## src/rtl/pipo_load_sequencer.sv

```systemverilog
// Initiator side of the PIPO start/done load handshake: takes DEPTH elements
// from a valid/ready stream and loads each into its own bank register.
module pipo_load_sequencer #(
    parameter int N       = 8,
    parameter int DEPTH   = 4,
    parameter int TIMEOUT = 15
) (
    input  logic             clk,
    input  logic             reset,
    input  logic             frame_start,
    input  logic             in_valid,
    input  logic [N-1:0]     in_data,
    output logic             in_ready,
    output logic [DEPTH-1:0] reg_start,
    output logic [N-1:0]     reg_d,
    input  logic [DEPTH-1:0] reg_done,
    output logic             busy,
    output logic             load_done,
    output logic             error
);

    localparam int IDXW = (DEPTH > 1) ? $clog2(DEPTH) : 1;
    localparam int TW   = $clog2(TIMEOUT + 1);

    typedef enum logic [1:0] {
        IDLE,
        GET,
        ACK
    } state_t;

    state_t           r_state;
    logic [IDXW-1:0]  r_idx;
    logic [TW-1:0]    r_timer;
    logic [DEPTH-1:0] r_regStart;
    logic [N-1:0]     r_regD;
    logic             r_busy;
    logic             r_loadDone;
    logic             r_error;

    state_t           w_nextState;
    logic [IDXW-1:0]  w_nextIdx;
    logic [TW-1:0]    w_nextTimer;
    logic [DEPTH-1:0] w_nextRegStart;
    logic [N-1:0]     w_nextRegD;
    logic             w_nextBusy;
    logic             w_nextLoadDone;
    logic             w_nextError;

    logic             w_ack;
    logic             w_last;
    logic             w_timeout;

    // Only the done bit of the register currently being loaded counts.
    assign w_ack     = reg_done[r_idx];
    assign w_last    = (r_idx == IDXW'(DEPTH - 1));
    assign w_timeout = (r_timer == TW'(TIMEOUT));

    always_ff @(posedge clk or posedge reset) begin
        if (reset) begin
            r_state    <= IDLE;
            r_idx      <= '0;
            r_timer    <= '0;
            r_regStart <= '0;
            r_regD     <= '0;
            r_busy     <= 1'b0;
            r_loadDone <= 1'b0;
            r_error    <= 1'b0;
        end else begin
            r_state    <= w_nextState;
            r_idx      <= w_nextIdx;
            r_timer    <= w_nextTimer;
            r_regStart <= w_nextRegStart;
            r_regD     <= w_nextRegD;
            r_busy     <= w_nextBusy;
            r_loadDone <= w_nextLoadDone;
            r_error    <= w_nextError;
        end
    end

    // Start strobe and load_done default low so each lasts a single cycle.
    always_comb begin
        w_nextState    = r_state;
        w_nextIdx      = r_idx;
        w_nextTimer    = r_timer;
        w_nextRegStart = '0;
        w_nextRegD     = r_regD;
        w_nextBusy     = r_busy;
        w_nextLoadDone = 1'b0;
        w_nextError    = r_error;

        case (r_state)
            IDLE: begin
                if (frame_start) begin
                    w_nextState = GET;
                    w_nextIdx   = '0;
                    w_nextError = 1'b0;
                    w_nextBusy  = 1'b1;
                end
            end
            GET: begin
                if (in_valid) begin
                    w_nextRegD     = in_data;
                    w_nextRegStart = DEPTH'(1) << r_idx;
                    w_nextTimer    = '0;
                    w_nextState    = ACK;
                end
            end
            ACK: begin
                w_nextTimer = r_timer + TW'(1);
                if (w_ack) begin
                    if (w_last) begin
                        w_nextState    = IDLE;
                        w_nextIdx      = '0;
                        w_nextBusy     = 1'b0;
                        w_nextLoadDone = 1'b1;
                    end else begin
                        w_nextState = GET;
                        w_nextIdx   = r_idx + IDXW'(1);
                    end
                end else if (w_timeout) begin
                    w_nextState = IDLE;
                    w_nextBusy  = 1'b0;
                    w_nextError = 1'b1;
                end
            end
            default: begin
                w_nextState = IDLE;
            end
        endcase
    end

    assign in_ready  = (r_state == GET);
    assign reg_start = r_regStart;
    assign reg_d     = r_regD;
    assign busy      = r_busy;
    assign load_done = r_loadDone;
    assign error     = r_error;

endmodule

```

## config.mk

```make
export PLATFORM = sky130hd
export DESIGN_NAME = pipo_load_sequencer
export DESIGN_NICKNAME = d
export VERILOG_FILES = /design/src/rtl/pipo_load_sequencer.sv
export SDC_FILE = /design/constraint.sdc
export NUM_CORES = 1
export LEC_CHECK = 0
export ABC_AREA = 1
export BUFFER_PORTS_ARGS = -buffer_cell sky130_fd_sc_hd__buf_2
export CORE_MARGIN = 2
export CORE_UTILIZATION = 25
export CTS_CLUSTER_SIZE = 40
export DETAILED_ROUTE_END_ITERATION = 12
export MAX_ROUTING_LAYER = met4
export SLEW_MARGIN = 20
export SYNTH_ARGS = -nofsm -noshare
export SYNTH_HDL_FRONTEND = slang
export SYNTH_SLANG_ARGS = --single-unit
```

## constraint.sdc

```tcl
create_clock -name clk -period 1.38 [get_ports clk]
set_input_delay 0.414 -clock clk [delete_from_list [all_inputs] [get_ports clk]]
set_output_delay 0.414 -clock clk [all_outputs]
set_load 0.01 [all_outputs]
```

==> Word level (Yosys, flattened, before mapping) <==
Cells that the tools add are included.
{ "word_totals": {"word_cells": 60, "output_inout_bits": 16, "ff_bits": 23} }
{ "classes": {"reduce_logical": 9, "shifts": 1, "order_cmp": 1, "mux": 28, "add_sub_neg": 2, "n_eq_ne": 11} }
{ "ops": {"columns": ["cell", "n"], "rows": [
  ["$mux 2", 7],
  ["$mux 1", 12],
  ["$mux 4", 3],
  ["$ne 2x2->1 const B", 5],
  ["$pmux 4 s2", 1],
  ["$reduce_and 4->1", 2],
  ["$ne 3x3->1 const B", 2],
  ["$pmux 2 s3", 1],
  ["$reduce_and 3->1", 2],
  ["$add 4x1->4 const B", 1],
  ["$eq 2x2->1 const B", 2],
  ["$eq 4x4->1 const B", 1],
  ["$pmux 1 s2", 2],
  ["$pmux 2 s2", 1],
  ["$reduce_and 2->1", 2],
  ["$reduce_bool 2->1", 2],
  ["$shl 1x2->4 const A", 1],
  ["$lt 2x3->1 const B", 1],
  ["$add 2x1->2 const B", 1],
  ["$bmux 1 s2", 1],
  ["$eq 2x1->1 const B", 1],
  ["$logic_not 2->1", 1]
]} }

==> Longest topological paths before layout <==
{ "depth": {"depth_word": 4, "depth_mapped": 9} }

==> Worst setup path after synthesis <==
OpenSTA, ideal clock, no wires.
{ "synth_timing": {"kind": "reg2reg", "startpoint": "reg r_state[0]", "endpoint": "reg r_regD[3], in the netlist reg_d[3]", "t_arrival_ns": 1.134, "setup_ns": 0.125, "path_stages_with_launch": 6, "setup_slack_ns": 0.121, "path_buffers": 1, "synth_period_minus_slack_ns": 1.259, "cell_sequence": "dfrtp_1 > inv_2 > nor2_4 > nand2_4 > buf_6 > mux2_4"} }
{ "synth_via": {"elab_chain_len": 2} }
{ "synth_lines": {"columns": ["item", "line_no", "text"], "rows": [
  ["start, declared", "31", "state_t r_state;"],
  ["start signal, assigned", "69", "r_state <= w_nextState;"],
  ["$eq 2x1->1", null, null],
  ["named net in_ready", "13", "output logic in_ready,"],
  ["$reduce_and 2->1 (no line)", null, null],
  ["end signal, assigned", "73", "r_regD <= w_nextRegD;"],
  ["end, declared", "35", "logic [N-1:0] r_regD;"]
]} }
The timed path passes the listed nets, and every way through them passes these cells.
A chain may end at the register's enable or synchronous reset.

==> Worst setup path in the final report <==
{ "layout_timing": {"startpoint": "reg r_state[0]", "endpoint": "out in_ready"} }
{ "layout_via": {"elab_chain_len": 1} }
{ "layout_lines": {"columns": ["item", "line_no", "text"], "rows": [
  ["$eq 2x1->1", "132", "assign in_ready = (r_state == GET);"],
  ["end, declared", "13", null]
]} }
Every way passes these cells.

==> results.md <==
* Top post-synthesis cells by area: dfrtp_1, nand2_1, mux2_2
* Sequential area share after synthesis at 54.6%
* Relative slew slack at 80.9%
* FF-to-FF Start: r_state[0]$_DFFE_PP0P_
* Commonest non-fill, non-tap cell in the layout: buf_2
* Inserted Clock Buffers at 3
* Most frequent cells in the layout: buf_2, nand2_1, dfrtp_1, inv_1
* Avg Cell Area, Syn at 10.1 um^2
* DRT antenna net count at 0
* Final period utilization at 97.7%
* Setup WS pre-CTS at 37.1 ps
* Reg2Reg Depth at 6
* Synth unique cells at 19
* Critical Path Source Type: register
* Setup TNS at 0 ps
* Area Growth Syn to Fin at 28.4%
* Critical path's top delay family: flip-flops
* Slew @ Worst Pin at 286 ps
* Via density per instance at 4.14
* Depth of the CTS H-tree at 1
* Max Fclk at 741 MHz
* Setup CP Type: register to primary output
* Status: complete, no violations
* Placer Congestion at 0.741
* Layout cells sized above 1 at 40.4%
* CTS max path bufs at 2
* Top cell type's share of synthesized area at 54.6%
* Total grt overflow at 0
* PwrDens at 1930 mW/mm^2
* Synth area leader: dfrtp_1
* VDD IR max at 489 uV
* Worst setup margin at 31.2 ps
* Reg clk slew, reported paths at 80 ps
* Largest net degree at the start of global routing at 24
* Global-route wire length before repair at 2980 um
* CP Cell Sequence: inv_2 > nor2_4 > buf_6
* Residual DRC at 0
* DR vias at 791
* CP required at 970 ps
* Slowest-stage cell, CP: dfrtp_2
* Register Area at 578 um^2
* Final WL at 2030 um
* Post-DP HPWL at 1530 um
* Syn. warnings at 0
* #FFs+latches synth at 23
* Max_cap viols at 0
* Post-Syn Nets at 125
* Skew final at 3.10 ps
* Latest clock arrival within the worst-skew pair at 260 ps
* Tot GR Track Use at 8.50%
* Die Width at 69.0 um
* Hold buffer count at cts at 0
* Layout fillers at 418
* RSZ-0062 raised after global routing: yes
* TritonCTS clock tree: done
* Worst path arrival time at 930 ps
* Port Buffer Count at 31
* Crit-path max FO at 3
* Initial antenna violation count at 0
* Final Setup Violations at 0
* Sinks on Clock Net at 23
* Num ports at 32
* Static leakage at 0.000713 uW
* Mapped cell area at 0.00105 mm^2
* Ant diodes at 0
* Master cell of the clock root buffer: clkbuf_8
* Min Tclk post-route at 1350 ps
* Wirelength per Cell at 10.6 um
* FP Rows at 23
* Worst min-delay path category: input pin to asynchronous set/reset pin
* Max stage delay on crit path at 370 ps
* Core area at 0.00403 mm^2
* Vias in the first global route at 704
* Multi-input gate area at 434 um^2
* Die height at 69.0 um
* Reg-to-reg endpoint: r_idx[1]$_DFFE_PP0P_
* Endpoints failing hold at 0
* Crit. End Element: primary output
* Slew Viols, Final at 0
* R2r setup slk at 130 ps
* Cells after Synth at 104
* Router iterations before antenna repair at 4
* Die area at 0.00475 mm^2
* Buf/Inv on CP at 2
* Nets@finish at 163
* Starting Density at 26.2%
* DRT iter0 DRCs at 45
-- report_power, final --
group	internal, uW	total, uW	switching [uW]
logic	525	1150	622
registers	919	1060	139
clock network	201	405	204
total	1650	2610	964
-- worst max path at each step --
stage	startpoint	to	slack, ps	cells past startpoint
final	r_state[0]$_DFFE_PP0P_	in_ready	30	3
after global routing	r_state[0]$_DFFE_PP0P_	in_ready	-30	3
after detailed placement	r_idx[0]$_DFFE_PP0P_	busy$_DFFE_PP0P_	40	8
after floorplan	r_state[0]$_DFFE_PP0P_	reg_d[3]$_DFFE_PP0P_	120	5
after global placement	r_idx[0]$_DFFE_PP0P_	busy$_DFFE_PP0P_	60	8
after CTS	r_state[0]$_DFFE_PP0P_	in_ready	10	3
-- cells in the mapped netlist --
library cell  count
dfrtp_1          23
nand2_1          22
inv_1            12
nand3_1           9
nor2_1            8
mux2_2            6
ha_1              5
a21oi_1           4
o21ai_0           3
mux2_4            2
nor2_4            2
buf_6             1
inv_2             1
nand2_4           1
nor3_1            1
o21a_1            1
o21ai_1           1
o22ai_1           1
xor2_1            1
-- worst register-to-register path: stages, from the launching register on --
cell	delay [ps]
dfrtp_2	410
buf_4	150
nor2_4	210
nand3_1	120
nand2_1	130
nand3_1	80
o21ai_0	70
-- per-layer routing --
layer  vias to the layer above  global-route usage (%)  share of wire, %  wire, um
met2                        28                    14.9                46       929
li1                        408                       -                 -         -
met5                         -                       -                 0         0
met1                       353                    9.68                45       924
met3                         2                    2.11               7.9       161
met4                         0                    2.21              0.74        15
-- logic make-up (layout without fill, tap and decap cells) --
family                   count (synthesis)  after routing  synth area share [%]
flip-flops                              23             23                  54.6
XOR/XNOR                                 1              1                 0.831
AO/OA/AOI/OAI                           10             10                  5.10
multiplexers                             8              8                  9.25
AND/OR/NAND/NOR                         43             43                  18.6
buffers and inverters                   14             51                  5.69
adder cells (fa/ha/maj)                  5              5                  5.93
-- layout make-up --
type                       count  area share, %
multi-input combinational     67           32.1
clock buffer                   3           3.05
tap                           50           4.62
sequential                    23           42.7
clock inverter                 1          0.370
timing repair buffer          34           13.6
inverter                      13           3.60
-- registers in the layout (all words and copies together) (netlist names) --
| signal | flops |
|---|---|
| r_idx | 2 |
| busy | 1 |
| load_done | 1 |
| reg_d | 8 |
| r_state | 2 |
| reg_start | 4 |
| r_timer | 4 |
| error | 1 |
-- what timing repair did --
item | in CTS | in global routing
pin swaps | 1 | 0
setup endpoints to repair | 1 | 5
resized for setup | 1 | 7
setup buffers | 1 | 0
-- stage by stage --
stage	hold slack (ps)	cell area, um^2	std cells	power (uW)	utilization, %
4_1_cts	184	1330	191	2590	33.0
3_5_place_dp	463	1280	186	2150	31.7
3_3_place_gp	467	1280	186	2130	31.7
2_1_floorplan	416	1050	104	1800	-
5_1_grt	210	1350	191	2850	33.6
6_report	178	1350	191	2610	33.6
Power figures use the tool's default switching activity.
